--- src/rtl/fifo_sync_pkg.sv ---
// ============================================================================
// Module   : fifo_sync_pkg
// Purpose  : Shared audio sample-width constants for the sample buffer.
// Revision : 1.0 - initial release
// ============================================================================
`default_nettype none

package fifo_sync_pkg;

  localparam int unsigned C_AUDIO_CH_W     = 24;
  // One stereo pair {left, right} per FIFO word.
  localparam int unsigned C_AUDIO_SAMPLE_W = 2 * C_AUDIO_CH_W;

endpackage

`default_nettype wire

--- src/rtl/fifo_sync.sv ---
// ============================================================================
// Module   : fifo_sync
// Purpose  : Single-clock first-word-fall-through FIFO, valid/ready on both
//            sides, occupancy reported on each side.
// Revision : 1.0 - initial release
// ============================================================================
`default_nettype none

module fifo_sync
  import fifo_sync_pkg::*;
#(
  parameter int NB = C_AUDIO_SAMPLE_W,
  parameter int M  = 2
) (
  input  logic          clk,
  input  logic          reset,
  input  logic [NB-1:0] in_data,
  input  logic          in_valid,
  output logic          in_ready,
  output logic [M:0]    in_count,
  output logic [NB-1:0] out_data,
  output logic          out_valid,
  input  logic          out_ready,
  output logic [M:0]    out_count
);

  localparam int unsigned C_DEPTH = 1 << M;
  localparam logic [M:0]  C_FULL  = {1'b1, {M{1'b0}}};

  logic [NB-1:0] r_mem [C_DEPTH];
  logic [M-1:0]  r_wr_ptr;
  logic [M-1:0]  r_rd_ptr;
  logic [M:0]    r_count;

  logic          w_full;
  logic          w_empty;
  logic          w_push;
  logic          w_pop;

  assign w_full    = (r_count == C_FULL);
  assign w_empty   = (r_count == '0);

  assign in_ready  = !reset && !w_full;
  assign out_valid = !reset && !w_empty;
  assign w_push    = in_valid  && in_ready;
  assign w_pop     = out_valid && out_ready;

  assign out_data  = r_mem[r_rd_ptr];
  // Both counts mirror one register so a dual-clock variant can split them later.
  assign in_count  = reset ? '0 : r_count;
  assign out_count = reset ? '0 : r_count;

  always_ff @(posedge clk) begin
    if (w_push) begin
      r_mem[r_wr_ptr] <= in_data;
    end
  end

  always_ff @(posedge clk) begin
    if (reset) begin
      r_wr_ptr <= '0;
      r_rd_ptr <= '0;
      r_count  <= '0;
    end else begin
      if (w_push) begin
        r_wr_ptr <= r_wr_ptr + M'(1);
      end
      if (w_pop) begin
        r_rd_ptr <= r_rd_ptr + M'(1);
      end
      case ({w_push, w_pop})
        2'b10:   r_count <= r_count + (M+1)'(1);
        2'b01:   r_count <= r_count - (M+1)'(1);
        default: r_count <= r_count;
      endcase
    end
  end

`ifndef SYNTHESIS
  logic [M-1:0] w_ptr_diff;
  assign w_ptr_diff = r_wr_ptr - r_rd_ptr;

  always @(posedge clk) begin
    if (!reset) begin
      assert (r_count <= C_FULL)
        else $error("fifo_sync: occupancy above depth");
      assert (!(in_valid && in_ready && w_full))
        else $error("fifo_sync: push while full");
      assert (!(out_valid && out_ready && w_empty))
        else $error("fifo_sync: pop while empty");
      assert (w_ptr_diff == r_count[M-1:0])
        else $error("fifo_sync: pointer distance disagrees with occupancy");
    end
  end
`endif

endmodule

`default_nettype wire

--- config.mk ---
export PLATFORM = sky130hd
export DESIGN_NAME = fifo_sync
export DESIGN_NICKNAME = d
export VERILOG_FILES = /design/src/rtl/fifo_sync_pkg.sv /design/src/rtl/fifo_sync.sv
export SDC_FILE = /design/constraint.sdc
export NUM_CORES = 1
export LEC_CHECK = 0
export ABC_AREA = 1
export CAP_MARGIN = 20
export CORE_UTILIZATION = 49
export DETAILED_ROUTE_END_ITERATION = 10
export PLACE_DENSITY = 0.75
export SKIP_CTS_REPAIR_TIMING = 1
export SYNTH_ARGS = -nofsm -noshare
export SYNTH_HDL_FRONTEND = slang
export SYNTH_SLANG_ARGS = --single-unit
--- constraint.sdc ---
create_clock -name clk -period 3.6 [get_ports clk]
set_clock_uncertainty 0.1 [all_clocks]
set_input_delay 0.72 -clock clk [delete_from_list [all_inputs] [get_ports clk]]
set_output_delay 0.72 -clock clk [all_outputs]
set_load 0.01 [all_outputs]
==> metrics, run 1 <==
Yosys cell types 23; pin count of the biggest net entering global routing slightly below 100; Clock transition at path regs 0.05 ns; Slew @ Worst Pin 0.741 ns; commonest non-fill, non-tap cell in the layout edfxtp_1; CTS tree built; vias in the first global route 4920; CTS buffer count 20; CP required between 2 and 3 ns; max_cap viols 0; antenna violations before repair 1; Die W 127 um; Wirelength per Cell 18.0 um; Seq cells post-synth 201; Final GP Congestion 0.767; crit path time final 3.43 ns; post-synthesis sequential area ratio 77.1%; Max Slew Vio Count 0; Post-Route WL 15700 um; Setup CP Type register to output port; Yosys top cell by area edfxtp_1; FMAX 291 MHz; drt via density 5.40; Clock Tree Buf Depth 3; Mapped Area between 0.007 and 0.008 mm^2; Antenna Nets Post-Route 0; DRT Pass-1 Iters 4; core region area 0.0153 mm^2; crit path cell chain inv_6, o21ai_0, o22ai_1, clkdlybuf4s50_1; CP max stage cell clkdlybuf4s50_1; htree depth 1; GRT Overall Usage between 10% and 20%; Synth area leaders edfxtp_1 (75%), o21ai_0 (5.8%), nor2_1 (5.0%); die area 0.0162 mm^2; final setup TNS 0 ns; # nets final approximately 710; grt ovf 0; Detailed Place HPWL 8650 um; status finished clean; CP arrival 2.61 ns; Area Growth Syn to Fin 23.9%; syn avg cell area around 14 um^2; first-pass GRT wire length 24500 um; clock latency on the worst-skew pair 0.48 ns; Ports around 110; via count 4705; final-layout fill cell count 1131; Lkg Pwr 3.23 nW; Final Hold Fails 0; pwr dens 533 mW/mm^2; period utilization 95.3%; yosys warns 0; number of DRC markers in iteration 0 519; clk root buf clkbuf_16; DRC violations left 0; Rel. slew slack between 50% and 60%; Die Ht ~130 um; critical path fanouts, max 96; Port Buf Inserts roughly 110; CP Launch Type register; ANT cells 0; Syn Inst Count roughly 550; CP max stage delay a little over 0.6 ns; Max VDD drop 0.409 mV; most frequent cells in the layout edfxtp_1 (192), clkdlybuf4s50_1 (107), nor2_1 (98), o21ai_0 (89), o22ai_1 (48); share of layout cells above drive strength 1 8.48%; syn_nets around 600; critical path endpoint category output port; Setup-failing EPs final 0; Initial Util 50.5%; clk sinks 201; Power, Total 5.10 mW; RSZ-0062 raised after global routing no; number of cell rows 45; Min-Delay Path Class register to register; post-synth top area share 74.8%
## logic make-up (layout without fill, tap and decap cells)
| kind of cell | Yosys count | in the layout | share of synthesized area [%] |
|---|---|---|---|
| simple gates | 132 | 132 | 6.88 |
| buf+inv | 56 | 171 | 4.45 |
| flops | 201 | 201 | 77.1 |
| compound gates | 150 | 150 | 10.5 |
| fa+ha+maj | 6 | 6 | 1.07 |
## power by group
| part | internal, mW | switching [mW] | total [mW] |
|---|---|---|---|
| logic | 0.239 | 0.273 | 0.512 |
| registers | 2.63 | 0.0258 | 2.66 |
| clock network | 1.13 | 0.797 | 1.93 |
## critical path: cells and delay by family (launching register included)
family	cells	cell delay [ns]
buf+inv	2	1.12
flops	1	0.43
compound gates	2	0.48
## path summary, 6_finish.rpt
kind / slack (ns) / to / cells past startpoint / startpoint
setup / recovery: 0.17 / out_data[2] / 4 / register
hold / removal: 0.43 / register / 4 / r_rd_ptr[1]
setup reg to reg: 1.54 / r_count[2] / 12 / r_count[1]
hold reg to reg: 0.43 / register / 4 / r_rd_ptr[1]
## cell usage after synthesis, drive strengths merged
master and instances:
edfxtp 192, nor2 112, o21ai 98, o22ai 48, buf 24, inv 22
nand2 16, clkbuf 10, dfxtp 9, ha 5, a21oi 4, nand3 4
fa 1
## cell type report
class | instances | area, um^2 | area share (%)
inverters | 22 | 87.6 | 0.916
flip-flops and latches | 201 | 5950 | 62.3
clock buffers | 26 | 544 | 5.69
well taps | 211 | 264 | 2.76
repair buffers | 115 | 1190 | 12.5
clock inverters | 8 | 63.8 | 0.668
multi-input cells | 288 | 1450 | 15.2
## flip-flops by register name, indices dropped and copies added (netlist names), named ones only
register  flops
r_mem       192
r_rd_ptr      2
r_count       3
r_wr_ptr      2
## per-layer routing
layer / GRT usage (%) / share of wire, % / vias up / routed length, um
met3: 4.77 / 5.6 / 22 / 881
met1: 24.8 / 43 / 2342 / 6800
met4: 5.39 / 1.7 / 2 / 263
li1: - / - / 2213 / -
met2: 33.8 / 49 / 126 / 7740
met5: 0 / 0.076 / - / 12
## metrics by stage
stage	instance area (um^2)	util, %	worst slack [ns]	hold slack, ns	std cells
finish	9560	62.6	0.168	0.428	871
global route	9560	62.6	0.0374	0.497	871
CTS	9560	62.6	0.178	0.431	871
detailed placement	8950	58.7	0.666	0.423	837
global placement	8950	58.7	0.738	0.418	837
floorplan	7710	-	0.00856	0.404	545
Note: power is estimated with default switching activity, not from simulation.
==> run 2, diff against run 1 <==
CORE_MARGIN = 2   (was not set)
GPL_ROUTABILITY_DRIVEN = 1   (was not set)
==> metrics, run 2 (synthesized netlist as in run 1, its figures left out) <==
status finished clean; FMAX 294 MHz; crit path time final 3.41 ns; final-layout fill cell count 1159; critical path fanouts, max 44; CTS tree built; drt via density between 5 and 6; Min-Delay Path Class register to register; Area Growth Syn to Fin 25.0%; worst reg2reg path startpoint r_count[1]; Max Slew Vio Count 0; Clock Tree Buf Depth 3; Rel. slew slack between 40 and 50%; Max VDD drop a little over 0.4 mV; first-pass GRT wire length around 24000 um; DRC violations left 0; vias in the first global route 4743; DRT Pass-1 Iters 4; worst reg2reg path depth 12; Final Hold Fails 0; CP arrival 2.59 ns; htree depth 1; Post-DP Area 0.00894 mm^2; grt ovf 0; clk root buf clkbuf_16; Setup-failing EPs final 0; CTS buffer count 20; number of flip-flops in the largest register around 190; Post-Route WL 15600 um; Die W 129 um; final setup TNS 0 ns; Port Buf Inserts 107; core region area 0.0153 mm^2; commonest non-fill, non-tap cell in the layout edfxtp_1; ANT cells 0; clock latency on the worst-skew pair 0.47 ns; period utilization between 90% and 100%; max_cap viols 0; pin count of the biggest net entering global routing 97; number of cell rows 45; CP required 2.78 ns; die area 0.0168 mm^2; Power, Total 5.33 mW; hold path cells 4; Final GP Congestion 0.774; share of layout cells above drive strength 1 between 8 and 9%; Initial Util 50.4%; Detailed Place HPWL 8650 um; number of DRC markers in iteration 0 402; antenna violations before repair 0; Antenna Nets Post-Route 0; final hold slack 0.437 ns; clk sinks 201; largest registers r_mem x192, r_count x3; CP Launch Type register; critical path endpoint category output port; Slew @ Worst Pin 0.814 ns; # nets final between 700 and 800; Lkg Pwr roughly 3.3 nW; pwr dens 553 mW/mm^2; Reg with most FFs r_mem; Min-Delay Startpoint r_rd_ptr[1]; Die Ht 129 um; post-route cell area 0.00964 mm^2; via count 4696; Setup CP Type register to output port; most frequent cells in the layout edfxtp_1 (192), clkdlybuf4s50_1 (107), nor2_1 (98), o21ai_0 (89), o22ai_1 (48); Ports 108; Clock transition at path regs 0.06 ns; GRT Overall Usage between 10% and 20%; RSZ-0062 raised after global routing no; Wirelength per Cell 17.9 um
run 2: changes by cell type in the layout (fill, tap and decap cells not counted):
cell / delta
clkinvlp_4: +1
buf_12: -1
buf_4: +2
inv_6: +1
bufinv_16: +3
clkbuf_1: -3
clkinv_2: -3
clkinv_1: +2
run 2: area by class of cell:
class                      instances  area [um^2]  share of cell area, %
tap                              211          264                   2.74
multi-input combinational        288         1450                   15.1
timing repair buffer             116         1190                   12.3
clock inverter                    12          163                   1.69
clock buffer                      23          533                   5.53
inverter                          22         87.6                  0.909
sequential                       201         5950                   61.7
run 2: power by group:
part	leakage [nW]	switching, mW	internal, mW	total [mW]
Combinational	1.11	0.269	0.238	0.507
Sequential	1.82	0.0297	2.63	2.66
Clock	0.339	0.817	1.35	2.17
Total	3.27	1.12	4.22	5.33
run 2: stage by stage:
step	utilization [%]	cells	setup WS [ns]
floorplan	-	545	0.00856
global placement	58.4	838	0.716
detailed placement	58.4	838	0.644
CTS	62.9	873	0.159
global route	62.9	873	0.0162
finish	62.9	873	0.195
run 2: metal layers:
layer,global-route usage (%),part of all wire [%]
met2,30.9,50
met3,3.72,6.3
met1,24.6,42
met4,6.14,1.7
met5,0,0
run 2: critical path, cell delays in order, from the launching register on:
cell             delay [ns]
dfxtp_4                0.66
buf_4                  0.41
o21ai_0                0.15
o22ai_1                0.27
clkdlybuf4s50_1        0.59
run 2: path summary, 6_finish.rpt:
kind                            slack (ns)            to
worst max-delay path                  0.19  out_data[36]
worst min-delay path                  0.44      register
worst max register to register        1.52    r_count[2]
worst min register to register        0.44      register
==> run 3, diff against run 2 <==
CTS_CLUSTER_SIZE = 40   (was not set)
==> results of run 3 <==
No change in the layout: final DEF, timing and power equal those of run 2.
